File: src/rtl/cnn_run_ctrl.sv
// cnn_run_ctrl: debounces the start switch and runs one cnn_top inference per press under a timeout watchdog.
//   clk, reset (async, active-high), start_sw (raw switch)
//   cnn_start/cnn_finish/cnn_class : handshake with cnn_top
//   result_class, result_valid, busy, timeout_err, run_count : status for LEDs and hex display
module cnn_run_ctrl #(
  parameter int DEBOUNCE_CYCLES = 500000,
  parameter int TIMEOUT_CYCLES  = 16777216,
  parameter int CLASS_W         = 4
) (
  input  logic               clk,
  input  logic               reset,
  input  logic               start_sw,
  output logic               cnn_start,
  input  logic               cnn_finish,
  input  logic [CLASS_W-1:0] cnn_class,
  output logic [CLASS_W-1:0] result_class,
  output logic               result_valid,
  output logic               busy,
  output logic               timeout_err,
  output logic [7:0]         run_count
);
  localparam int DW = $clog2(DEBOUNCE_CYCLES + 1);
  localparam int TW = $clog2(TIMEOUT_CYCLES + 1);
  typedef enum logic [1:0] {IDLE, RUN, DRAIN} state_t;
  state_t state;
  logic s1, s2, level, level_q, press;
  logic [DW-1:0] dcnt;
  logic [TW-1:0] tcnt;
  // a new level is accepted only after it has been stable long enough in the synchronized domain
  always_ff @(posedge clk or posedge reset) begin
    if (reset) begin
      s1      <= 1'b0;
      s2      <= 1'b0;
      level   <= 1'b0;
      level_q <= 1'b0;
      dcnt    <= '0;
    end else begin
      s1      <= start_sw;
      s2      <= s1;
      level_q <= level;
      if (s2 == level) dcnt <= '0;
      else if (dcnt == DW'(DEBOUNCE_CYCLES - 1)) begin
        level <= s2;
        dcnt  <= '0;
      end else dcnt <= dcnt + 1'b1;
    end
  end
  assign press = level & ~level_q;
  always_ff @(posedge clk or posedge reset) begin
    if (reset) begin
      state        <= IDLE;
      tcnt         <= '0;
      cnn_start    <= 1'b0;
      busy         <= 1'b0;
      result_class <= '0;
      result_valid <= 1'b0;
      timeout_err  <= 1'b0;
      run_count    <= '0;
    end else begin
      case (state)
        IDLE: if (press) begin
          result_valid <= 1'b0;
          timeout_err  <= 1'b0;
          tcnt         <= '0;
          cnn_start    <= 1'b1;
          busy         <= 1'b1;
          state        <= RUN;
        end
        RUN: begin
          tcnt <= tcnt + 1'b1;
          // finish takes priority over a timeout landing in the same cycle
          if (cnn_finish) begin
            result_class <= cnn_class;
            result_valid <= 1'b1;
            run_count    <= &run_count ? run_count : run_count + 1'b1;
            cnn_start    <= 1'b0;
            state        <= DRAIN;
          end else if (tcnt == TW'(TIMEOUT_CYCLES - 1)) begin
            timeout_err <= 1'b1;
            cnn_start   <= 1'b0;
            state       <= DRAIN;
          end
        end
        DRAIN: if (!cnn_finish) begin
          busy  <= 1'b0;
          state <= IDLE;
        end
        default: state <= IDLE;
      endcase
    end
  end
endmodule

File: config.mk
export PLATFORM = sky130hd
export DESIGN_NAME = cnn_run_ctrl
export DESIGN_NICKNAME = d
export VERILOG_FILES = /design/src/rtl/cnn_run_ctrl.sv
export SDC_FILE = /design/constraint.sdc
export NUM_CORES = 1
export LEC_CHECK = 0
export CORE_ASPECT_RATIO = 2
export CORE_MARGIN = 5
export CORE_UTILIZATION = 56
export CTS_BUF_LIST = sky130_fd_sc_hd__clkbuf_8
export DETAILED_ROUTE_END_ITERATION = 10
export PLACE_DENSITY = 0.77
export SLEW_MARGIN = 15
export SYNTH_ARGS = -nofsm -noshare
export SYNTH_HDL_FRONTEND = slang
export SYNTH_SLANG_ARGS = --single-unit
export TNS_END_PERCENT = 100
File: constraint.sdc
create_clock -name clk -period 5.78 [get_ports clk]
set_clock_uncertainty 0.05 [all_clocks]
set_input_delay 1.445 -clock clk [delete_from_list [all_inputs] [get_ports clk]]
set_output_delay 1.445 -clock clk [all_outputs]
set_load 0.02 [all_outputs]
# Word level (Yosys, flattened, before mapping)
# Cells that the tools add are included.
[op_classes]
muxes = 21
n_reduce_logical = 13
add_sub_neg = 3
bitwise = 4
eq_ne = 11
[op_table]
columns = ["cell", "n"]
rows = [
  ["case mux 25 bit (2 select lines)", 1],
  ["two-way mux 19 bit", 2],
  ["adder 25 x 1 -> 25 bit (second input constant)", 1],
  ["equality test 25 x 24 -> 1 bit (second input constant)", 1],
  ["two-way mux 25 bit", 1],
  ["adder 19 x 1 -> 19 bit (second input constant)", 1],
  ["equality test 19 bit (second input constant)", 1],
  ["AND reduction 3 bit", 5],
  ["inequality test 2 bit (second input constant)", 5],
  ["adder 8 x 1 -> 8 bit (second input constant)", 1],
  ["two-way mux 1 bit", 8],
  ["two-way mux 2 bit", 4],
  ["case mux 1 bit (2 select lines)", 4],
  ["AND reduction 8 bit", 1],
  ["case mux 2 bit (3 select lines)", 1],
  ["AND reduction 2 bit", 3],
  ["AND reduction 4 bit", 1],
  ["nonzero test 2 bit", 2],
  ["inequality test 3 bit (second input constant)", 1],
  ["NOT 1 bit", 3],
  ["equality test 2 x 1 -> 1 bit (second input constant)", 1],
  ["equality test 2 bit (second input constant)", 1],
  ["zero test 2 bit", 1],
  ["AND 1 bit", 1],
  ["equality test 1 bit", 1],
]
[totals]
input_bits = 8
regBits = 66
output_inout_bits = 16
elab_cells = 65

# Depth between registers and ports, before layout
[depth]
ltp_word = 4
depth_mapped = 6
depth_no_buf = 5

# Worst setup path before layout
# OpenSTA, ideal clock, no wires.
[synth_timing]
kind = "input-to-reg"
start = "input cnn_finish"
end = "register run_count[4]"
path_buffers = 0
slack_ns = 3.262
cell_stages = 4
arrival_time_ns = 2.388
required_ns = 5.650
cell_sequence = "nand3b_1 a311oi_1 and3_1 xor2_1"
[synth_via]
elab_chain_len = 1
[synth_lines]
columns = ["item", "line", "text"]
rows = [
  ["start: declaration", "14", "input logic cnn_finish,"],
  ["AND reduction 3 bit (no line)", "n/a", ""],
  ["end signal: assignment", "75", "run_count <= &run_count ? run_count : run_count + 1'b1;"],
  ["end: declaration", "20", "output logic [7:0] run_count"],
]
# No other way between the ends.
# A chain may end at the register's enable or synchronous reset.

# Worst setup path after layout
# Same ends and word-level chain as after synthesis.

==> summary.md <==
| Metric | Value |
|---|---|
| Die H | between 100 and 150 um |
| RSZ-0062 raised after global routing | no |
| Number of port buffers | 23 |
| Critical Path RT | 5.99 ns |
| GRT overflow | 0 |
| F_max | around 0.34 GHz |
| Worst Max-Slew Pin Slew | around 1.1 ns |
| Final hold violation count | 0 |
| Ant. Diodes | 0 |
| DRT Wirelength | just under 7000 um |
| RD Place Congestion | 0.8756 |
| Fillers | 478 |
| Global Route Usage Sum | 19.31% |
| Starting Density | 56.65% |
| Yosys top cell area share | 51.50% |
| Post-route total power | 0.8252 mW |
| Setup Viol. Count Final | 0 |
| Register area share after synthesis | 51.50% |
| CTS root buf | clkbuf_8 |
| Iter 0 DRT Violations | 136 |
| Vias per cell | 6.191 |
| Area delta synth->final | 13.81% |
| YS warnings | 0 |
| TritonCTS clock tree | built |
| Reg2reg end | tcnt[20] |
| Worst-path maximum fanout | 7 |
| Remaining DRCs | 0 |
| WL per Instance | 16.55 um |
| Top_reg_cell synth | dfrtp_1 |
| Max-cap viol count | 0 |
| Min-delay src | s1 |
| Synth unique cells | 43 |
| Power Dens Cells | 226.1 nW/um2 |
| Horiz. Die Dim | roughly 64 um |
| Most common cell after layout, fill and taps aside | dfrtp_1 |
| Critical Path Start Type | primary input |
| Largest net degree at the start of global routing | 67 |
| FP Rows | 39 |
| Worst rel slew slack | about a quarter |
| Num CTS Buffers | 9 |
| Number of global-route vias before repair | between 2000 and 3000 |
| Core area | 5660 um2 |
| Cells after Synth | 319 |
| Cell Area, Synth | 3207 um2 |
| Global-route wire length before repair | 11470 um |
| Post-synthesis net count | 330 |
| Leakage | 1.516 nW |
| Most frequent cells in the layout | 66 x dfrtp_1, 23 x a21oi_1, 23 x nor2_1, 23 x clkdlybuf4s50_1, 22 x nand2_1 |
| WHS Path Cells | 0 |
| CP Class | primary input to flip-flop |
| Fraction of registers with async set/reset | 100.0% |
| TritonRoute pass-1 iters | 4 |
| Hold-fix buffers, CTS | 0 |
| Initial antenna violation count | 0 |
| CTS clk-pin slew, worst paths | ~0.07 ns |
| Outcome | finished, final reports clean |
| Avg Cell Area, Syn | 10.05 um2 |
| R2r startpoint | tcnt[0] |
| CTS resizes | 0 |
| Setup tns final | 0 ns |
| H-tree depth | 3 |
| Num Clock Sinks | 66 |
| Bufs on Longest Clock Path | 2 |
| Tcrit/Tclk final | between 50% and 60% |
| Io pins | 24 |
| R2R depth | 5 |
| Via Count | 2526 |
| Synth area leader | dfrtp_1 |
| Setup crit end kind | flip-flop |
| Hold Crit Class | flip-flop to flip-flop |
| Slew Limit Fails | 0 |
| Min Tclk post-route | 2.948 ns |
| Max VDD drop | 0.2071 mV |
| R2R setup slack | approximately 3.6 ns |
| Clk_lat worst skew | 0.34 ns |
| Yosys reg bits | 66 |
| Post-route ant nets | 0 |
| Ranking of synthesized cells by area | dfrtp_1 52%, xnor2_1 4.6%, a21oi_1 3.6% |
| Setup Buffers After CTS | 0 |
| Fin nets | 354 |
| Worst hold endpoint | s2 |
| Layout cell share with drive strength beyond 1 | 7.781% |
| Die area | 7432 um2 |
| Data arrival, critical path | 3.16 ns |
| EDFF count, synth | 0 |
| HPWL Detailed | approximately 4800 um |
per-layer routing:
metal	global-route usage, %	up-vias	wire length (um)
li1	-	1214	-
met1	19.92	1268	2510
met2	36.97	34	4003
met3	3.152	10	127
met4	9.154	0	112
met5	0	-	0
worst max-delay path by stage:
stage               slack (ns)      endpoint         start
global placement          2.53  run_count[4]    cnn_finish
global route              2.70  run_count[4]    cnn_finish
CTS                       2.83  run_count[6]  run_count[6]
floorplan                 2.63          busy         reset
detailed placement        2.49  run_count[4]    cnn_finish
finish                    2.83  run_count[4]    cnn_finish
per-stage QoR:
stage / cell area, um2 / hold slack [ns] / util (%) / instances / worst slack (ns)
finish: 3650 / 0.2979 / 64.48 / 408 / 2.832
CTS: 3650 / 0.2991 / 64.48 / 408 / 2.825
detailed placement: 3480 / 0.2847 / 61.47 / 393 / 2.488
floorplan: 3207 / 0.2812 / - / 319 / 2.630
global route: 3650 / 0.3112 / 64.48 / 408 / 2.698
global placement: 3480 / 0.2845 / 61.47 / 393 / 2.527
power by group:
| group | switching, mW | leakage, nW | total (mW) | internal, mW |
|---|---|---|---|---|
| clock | 0.165 | 0.0961 | 0.338 | 0.173 |
| combinational | 0.0139 | 0.525 | 0.0213 | 0.00739 |
| sequential | 0.00225 | 0.894 | 0.466 | 0.464 |
cell usage after synthesis (3+ instances only):
master and instances:
nand4b_1 3, dfrtp_1 66, and3_1 4, nand4_1 15, o21ai_1 4, or3_1 6
mux2_2 5, inv_1 10, xnor2_1 17, xor2_1 10, buf_2 4, nor2_1 23
nor4_1 6, nand2b_1 3, and4_1 5, nor3_1 8, nand3_1 13, a21oi_1 23
clkbuf_1 8, or4_1 14, ha_1 3, nand2_1 22, o21ai_0 9, o31ai_1 13
state kept, by name, indices dropped and copies added, names as in the netlist, 2 cells and up:
signal,flops
tcnt,25
state,2
run_count,8
result_class,4
dcnt,19
kinds of logic (layout without fill, tap and decap cells):
| family | Yosys count | after routing | synth area share (%) |
|---|---|---|---|
| DFF | 66 | 66 | 51.50 |
| AOI/OAI and AO/OA | 60 | 60 | 11.59 |
| xor gates and xnor gates | 27 | 27 | 7.374 |
| adders and majority gates | 3 | 3 | 1.171 |
| buffers and inverters | 24 | 52 | 3.199 |
| and+or+nand+nor | 132 | 132 | 22.75 |
| muxes | 7 | 7 | 2.419 |
cell type report:
cell class / count / area (um2) / area share [%]
sequential: 66 / 1652 / 45.25
multi-input combinational: 229 / 1458 / 39.94
timing repair buffer: 26 / 252.7 / 6.925
clock buffer: 11 / 151.4 / 4.148
tap: 61 / 76.32 / 2.091
inverter: 11 / 41.29 / 1.131
clock inverter: 4 / 18.77 / 0.5142
critical path, stage by stage:
cell and delay (ns):
clkdlybuf4s50_1 0.58, nand3b_1 0.28, a311oi_1 0.49, and3_1 0.23, xor2_1 0.14
No activity file was read; power rests on OpenSTA's default activity.
==> patch 1 (config.mk and constraints unchanged) <==
Reset style: synchronous (`reset`), changed in 2 clocked blocks. Comments in the files are not updated.
--- a/src/rtl/cnn_run_ctrl.sv
+++ b/src/rtl/cnn_run_ctrl.sv
@@ -27,7 +27,7 @@
   logic [DW-1:0] dcnt;
   logic [TW-1:0] tcnt;
   // a new level is accepted only after it has been stable long enough in the synchronized domain
-  always_ff @(posedge clk or posedge reset) begin
+  always_ff @(posedge clk) begin
     if (reset) begin
       s1      <= 1'b0;
       s2      <= 1'b0;
@@ -46,7 +46,7 @@
     end
   end
   assign press = level & ~level_q;
-  always_ff @(posedge clk or posedge reset) begin
+  always_ff @(posedge clk) begin
     if (reset) begin
       state        <= IDLE;
       tcnt         <= '0;
Formal check against the unedited RTL: no difference found for any inputs over 10 cycles, from zero or initial values and one cycle with reset high; that may be too few to reach the edited logic, so the function may still have changed.
==> patch 1 against the unedited design <==
Sequential power is 2% lower; synthesized area is 6.7% lower; fmax is 1.6% higher; sequential cell count stayed put; power is 3.9% lower; worst setup slack better by 0.045 ns; final area is 6.5% lower; routed wire length is 7.4% lower; register-to-register slack worse by 0.08 ns; critical path type is now reg2out; largest cell class is now multi-input gates; largest power group unchanged.
==> patch 1: results (changes against the unedited design) <==
Status
  • Status: finished clean (unchanged)

Layout
  • Fin nets: 380 (was 354)
  • Fillers: 453 (was 478)
  • Layout cells sized above 1: 5.12% (was 7.78%)

Global routing
  • Global-route track usage on met1: 20.8% (was 19.9%)
  • Grt met3 use: 3.54% (was 3.15%)
  • Met2 usage: 35.5% (was 37.0%)
  • Number of global-route vias before repair: 2545 (was 2562)
  • Largest net degree at the start of global routing: 29 (was 67)
  • All-Layer GR Usage: 19.9% (was 19.3%)

Yosys
  • Post-synthesis compound-gate area fraction: 17.4% (was 11.6%)
  • Syn Inst Count: 347 (was 319)
  • Area share of fa/ha/maj cells after synthesis: 1.25% (was 1.17%)
  • Top cells by count, synth: 66 x dfxtp_1, 34 x a21oi_1, 32 x nor2_1, 25 x nand2_1, 20 x or4_1 (was 66 x dfrtp_1, 23 x a21oi_1, 23 x nor2_1, 22 x nand2_1, 17 x xnor2_1)
  • Top post-synthesis cells by area: dfxtp_1 44%, a21oi_1 5.7%, or4_1 5.0% (was dfrtp_1 52%, xnor2_1 4.6%, a21oi_1 3.6%)
  • Post-synthesis mux area share: 0.335% (was 2.42%)
  • Async SR Flop Fraction: 0% (was 100%)

Detailed routing
  • WL met3: 150 µm (was 127 µm)
  • Via count: 2594 (was 2526)
  • Metal-1 WL: 2.36 mm (was 2.51 mm)
  • DRT Wirelength: 6.26 mm (was 6.75 mm)
  • WL per Instance: 14.6 µm (was 16.6 µm)

Placed design
  • Placed cells: 416 (was 393)
  • Detailed Place HPWL: 4.47 mm (was 4.79 mm)
  • Worst slack, placed: 2.62 ns (was 2.49 ns)
  • RD Place Congestion: 0.815 (was 0.876)

STA
  • Minimum clock period: 2.90 ns (was 2.95 ns)
  • Tightest Pin Transition: 0.779 ns (was 1.11 ns)

Worst hold path
  • Hold depth: 1 (was 0)
  • Worst Hold Launch: s1 (unchanged)

Worst setup path
  • Largest fanout on the critical path: 6 (was 7)
  • Max incr delay on CP: 0.65 ns (was 0.58 ns)
  • Reg2reg setup slack: 3.50 ns (was 3.58 ns)
  • CP startpoint: run_count[2] (was cnn_finish)

Pwr
  • Leak: 1.07 nW (was 1.52 nW)
  • VDD IR max: 0.225 mV (was 0.207 mV)
patch 1: worst paths after layout:
path	endpoint
setup reg to reg	dcnt[10]
hold / removal	s2
setup / recovery	run_count[2]
hold reg to reg	s2
patch 1: metrics by stage:
step	hold WS [ns]	utilization [%]	area, µm²
2_1_floorplan	0.364	-	2990
3_3_place_gp	0.366	62.7	3250
3_5_place_dp	0.375	62.7	3250
4_1_cts	0.389	65.8	3410
5_1_grt	0.420	65.8	3410
6_report	0.392	65.8	3410
patch 1: final cells by class:
type                            count  share of cell area, %
Sequential cell                    66                   38.7
Tap cell                           58                   2.13
Multi-Input combinational cell    253                   45.6
Timing Repair Buffer               26                   7.41
Clock inverter                      2                  0.220
Clock buffer                       11                   4.44
Inverter                           13                   1.43
patch 1: cells by family (layout without fill, tap and decap cells):
| logic type | Yosys count | after routing |
|---|---|---|
| AND/OR/NAND/NOR | 142 | 142 |
| XOR/XNOR | 22 | 22 |
| adder cells (fa/ha/maj) | 3 | 3 |
| buffers and inverters | 28 | 52 |
| multiplexers | 1 | 1 |
| flip-flops | 66 | 66 |
| AO/OA/AOI/OAI | 85 | 85 |
patch 1: worst reg2reg max path, delay by kind of cell (launching register included):
family          cells  cell delay (ns)
simple gates        3             0.86
flops               1             0.39
fa+ha+maj           1             0.23
compound gates      1             0.63
patch 1: power by group through the flow:
stage / combinational (mW) / sequential [mW] / clock, mW
3_5_place_dp: 0.0144 / 0.466 / 0
2_1_floorplan: 0.00747 / 0.466 / 0
3_3_place_gp: 0.0141 / 0.466 / 0
6_report: 0.0143 / 0.456 / 0.323
4_1_cts: 0.0144 / 0.456 / 0.330
5_1_grt: 0.0157 / 0.456 / 0.350
==> patch 2 (same flow settings) <==
Without the edit above. Change the parameter `DEBOUNCE_CYCLES` from 500000 to 250000.
--- a/src/rtl/cnn_run_ctrl.sv
+++ b/src/rtl/cnn_run_ctrl.sv
@@ -3,7 +3,7 @@
 //   cnn_start/cnn_finish/cnn_class : handshake with cnn_top
 //   result_class, result_valid, busy, timeout_err, run_count : status for LEDs and hex display
 module cnn_run_ctrl #(
-  parameter int DEBOUNCE_CYCLES = 500000,
+  parameter int DEBOUNCE_CYCLES = 250000,
   parameter int TIMEOUT_CYCLES  = 16777216,
   parameter int CLASS_W         = 4
 ) (
Behaviour: no difference found for any inputs over 10 cycles, from zero or initial values and one cycle with reset high; that may be too few to reach the edited logic, so the function may still have changed.
==> patch 2 against the unedited design <==
Final area is 0.62% higher; routed wire length is 2.5% lower; hold slack better by 0.014 ns; synthesized area hardly changed; count of clock-buffer cells in the layout is 2 higher; die area hardly changed; via count is 0.91% lower; worst setup slack worse by 0.011 ns; largest cell class unchanged; sequential cell count is 1 lower; highest routed layer unchanged.
Power is not compared: it rests on default switching activity, and its combinational part moved more than twofold at a synthesized area within 25%.
==> patch 2: results (changes against the unedited design) <==
Status
  • Status: finished clean (unchanged)

Yosys
  • Top cells by count, synth: 65 x dfrtp_1, 26 x nor2_1, 21 x a21oi_1, 19 x nand2_1, 18 x xnor2_1 (was 66 x dfrtp_1, 23 x a21oi_1, 23 x nor2_1, 22 x nand2_1, 17 x xnor2_1)
  • Sequential fraction of the synthesis area: 50.8% (was 51.5%)
  • Synth cell types: 46 (was 43)
  • Syn Inst Count: 312 (was 319)
  • Top post-synthesis cells by area: dfrtp_1 51%, xnor2_1 4.9%, a21oi_1 3.3% (was dfrtp_1 52%, xnor2_1 4.6%, a21oi_1 3.6%)
  • Syn_nets: 323 (was 330)

Detailed routing
  • Starting DRT DRC Count: 177 (was 136)
  • Vias/cell: 6.20 (was 6.19)
  • DRT Wirelength: 6.59 mm (was 6.75 mm)
  • WL met3: 215 µm (was 127 µm)
  • Metal2 WL: 3.61 mm (was 4.00 mm)
  • Metal-1 WL: 2.62 mm (was 2.51 mm)

Placed design
  • RD Place Congestion: 0.896 (was 0.876)
  • Placed cells: 388 (was 393)
  • Detailed Place HPWL: 4.65 mm (was 4.79 mm)

Global routing
  • Global-route track usage on met1: 21.8% (was 19.9%)
  • Met2 usage: 34.3% (was 37.0%)
  • All-Layer GR Usage: 20.1% (was 19.3%)
  • Number of global-route vias before repair: 2511 (was 2562)
  • Largest net degree at the start of global routing: 46 (was 67)
  • First-pass GRT wire length: 11.6 mm (was 11.5 mm)
  • Grt met3 use: 5.64% (was 3.15%)

Worst setup path
  • Reg2reg setup slack: 3.52 ns (was 3.58 ns)
  • Max incr delay on CP: 0.59 ns
  • R2R Path End: dcnt[3] (was tcnt[20])
  • R2R Path Start: dcnt[0] (was tcnt[0])
  • Arr. time, crit path: 3.18 ns (was 3.16 ns)

STA
  • Minimum clock period: 2.96 ns (was 2.95 ns)
  • Slew HR: 32.2% (was 25.5%)
  • Worst Hold Margin: 0.312 ns (was 0.298 ns)

Layout
  • Finished Layout Cells: 404 (was 408)
  • Fin nets: 349 (was 354)
  • Fillers: 471 (was 478)
  • Register area: 1630 µm² (was 1650 µm²)
  • Largest regs: tcnt: 25 flops, dcnt: 18 flops, run_count: 8 flops (was tcnt: 25 flops, dcnt: 19 flops, run_count: 8 flops)
  • Layout cells sized above 1: 10.2% (was 7.78%)

Worst hold path
  • Hold WC Path Type: reg2reg (unchanged)
## patch 2: changes by cell type after synthesis, sizes merged, moves of 3 or more
cell / change
and4: +3
nor2: +3
nand3: +4
nand4: -5
and3: -3
nor4: +4
nand4b: -3
nand2: -3
## patch 2: cell type report
class	count	area share [%]
Clock buffer	13	4.87
Clock inverter	3	0.375
Multi-Input combinational cell	226	40.6
Tap cell	61	2.08
Sequential cell	65	44.3
Inverter	11	1.12
Timing Repair Buffer	25	6.68
## patch 2: kinds of logic after synthesis
| group | synth area share, % |
|---|---|
| buffers and inverters | 2.89 |
| AND/OR/NAND/NOR | 23.2 |
| XOR/XNOR | 7.65 |
| flip-flops | 50.8 |
| adder cells (fa/ha/maj) | 1.17 |
| AO/OA/AOI/OAI | 11.9 |
| multiplexers | 2.42 |
## patch 2: power by group
part           switching [mW]  internal, mW
logic                  0.0252        0.0198
clock network           0.168         0.200
registers             0.00847         0.464
total                   0.202         0.683
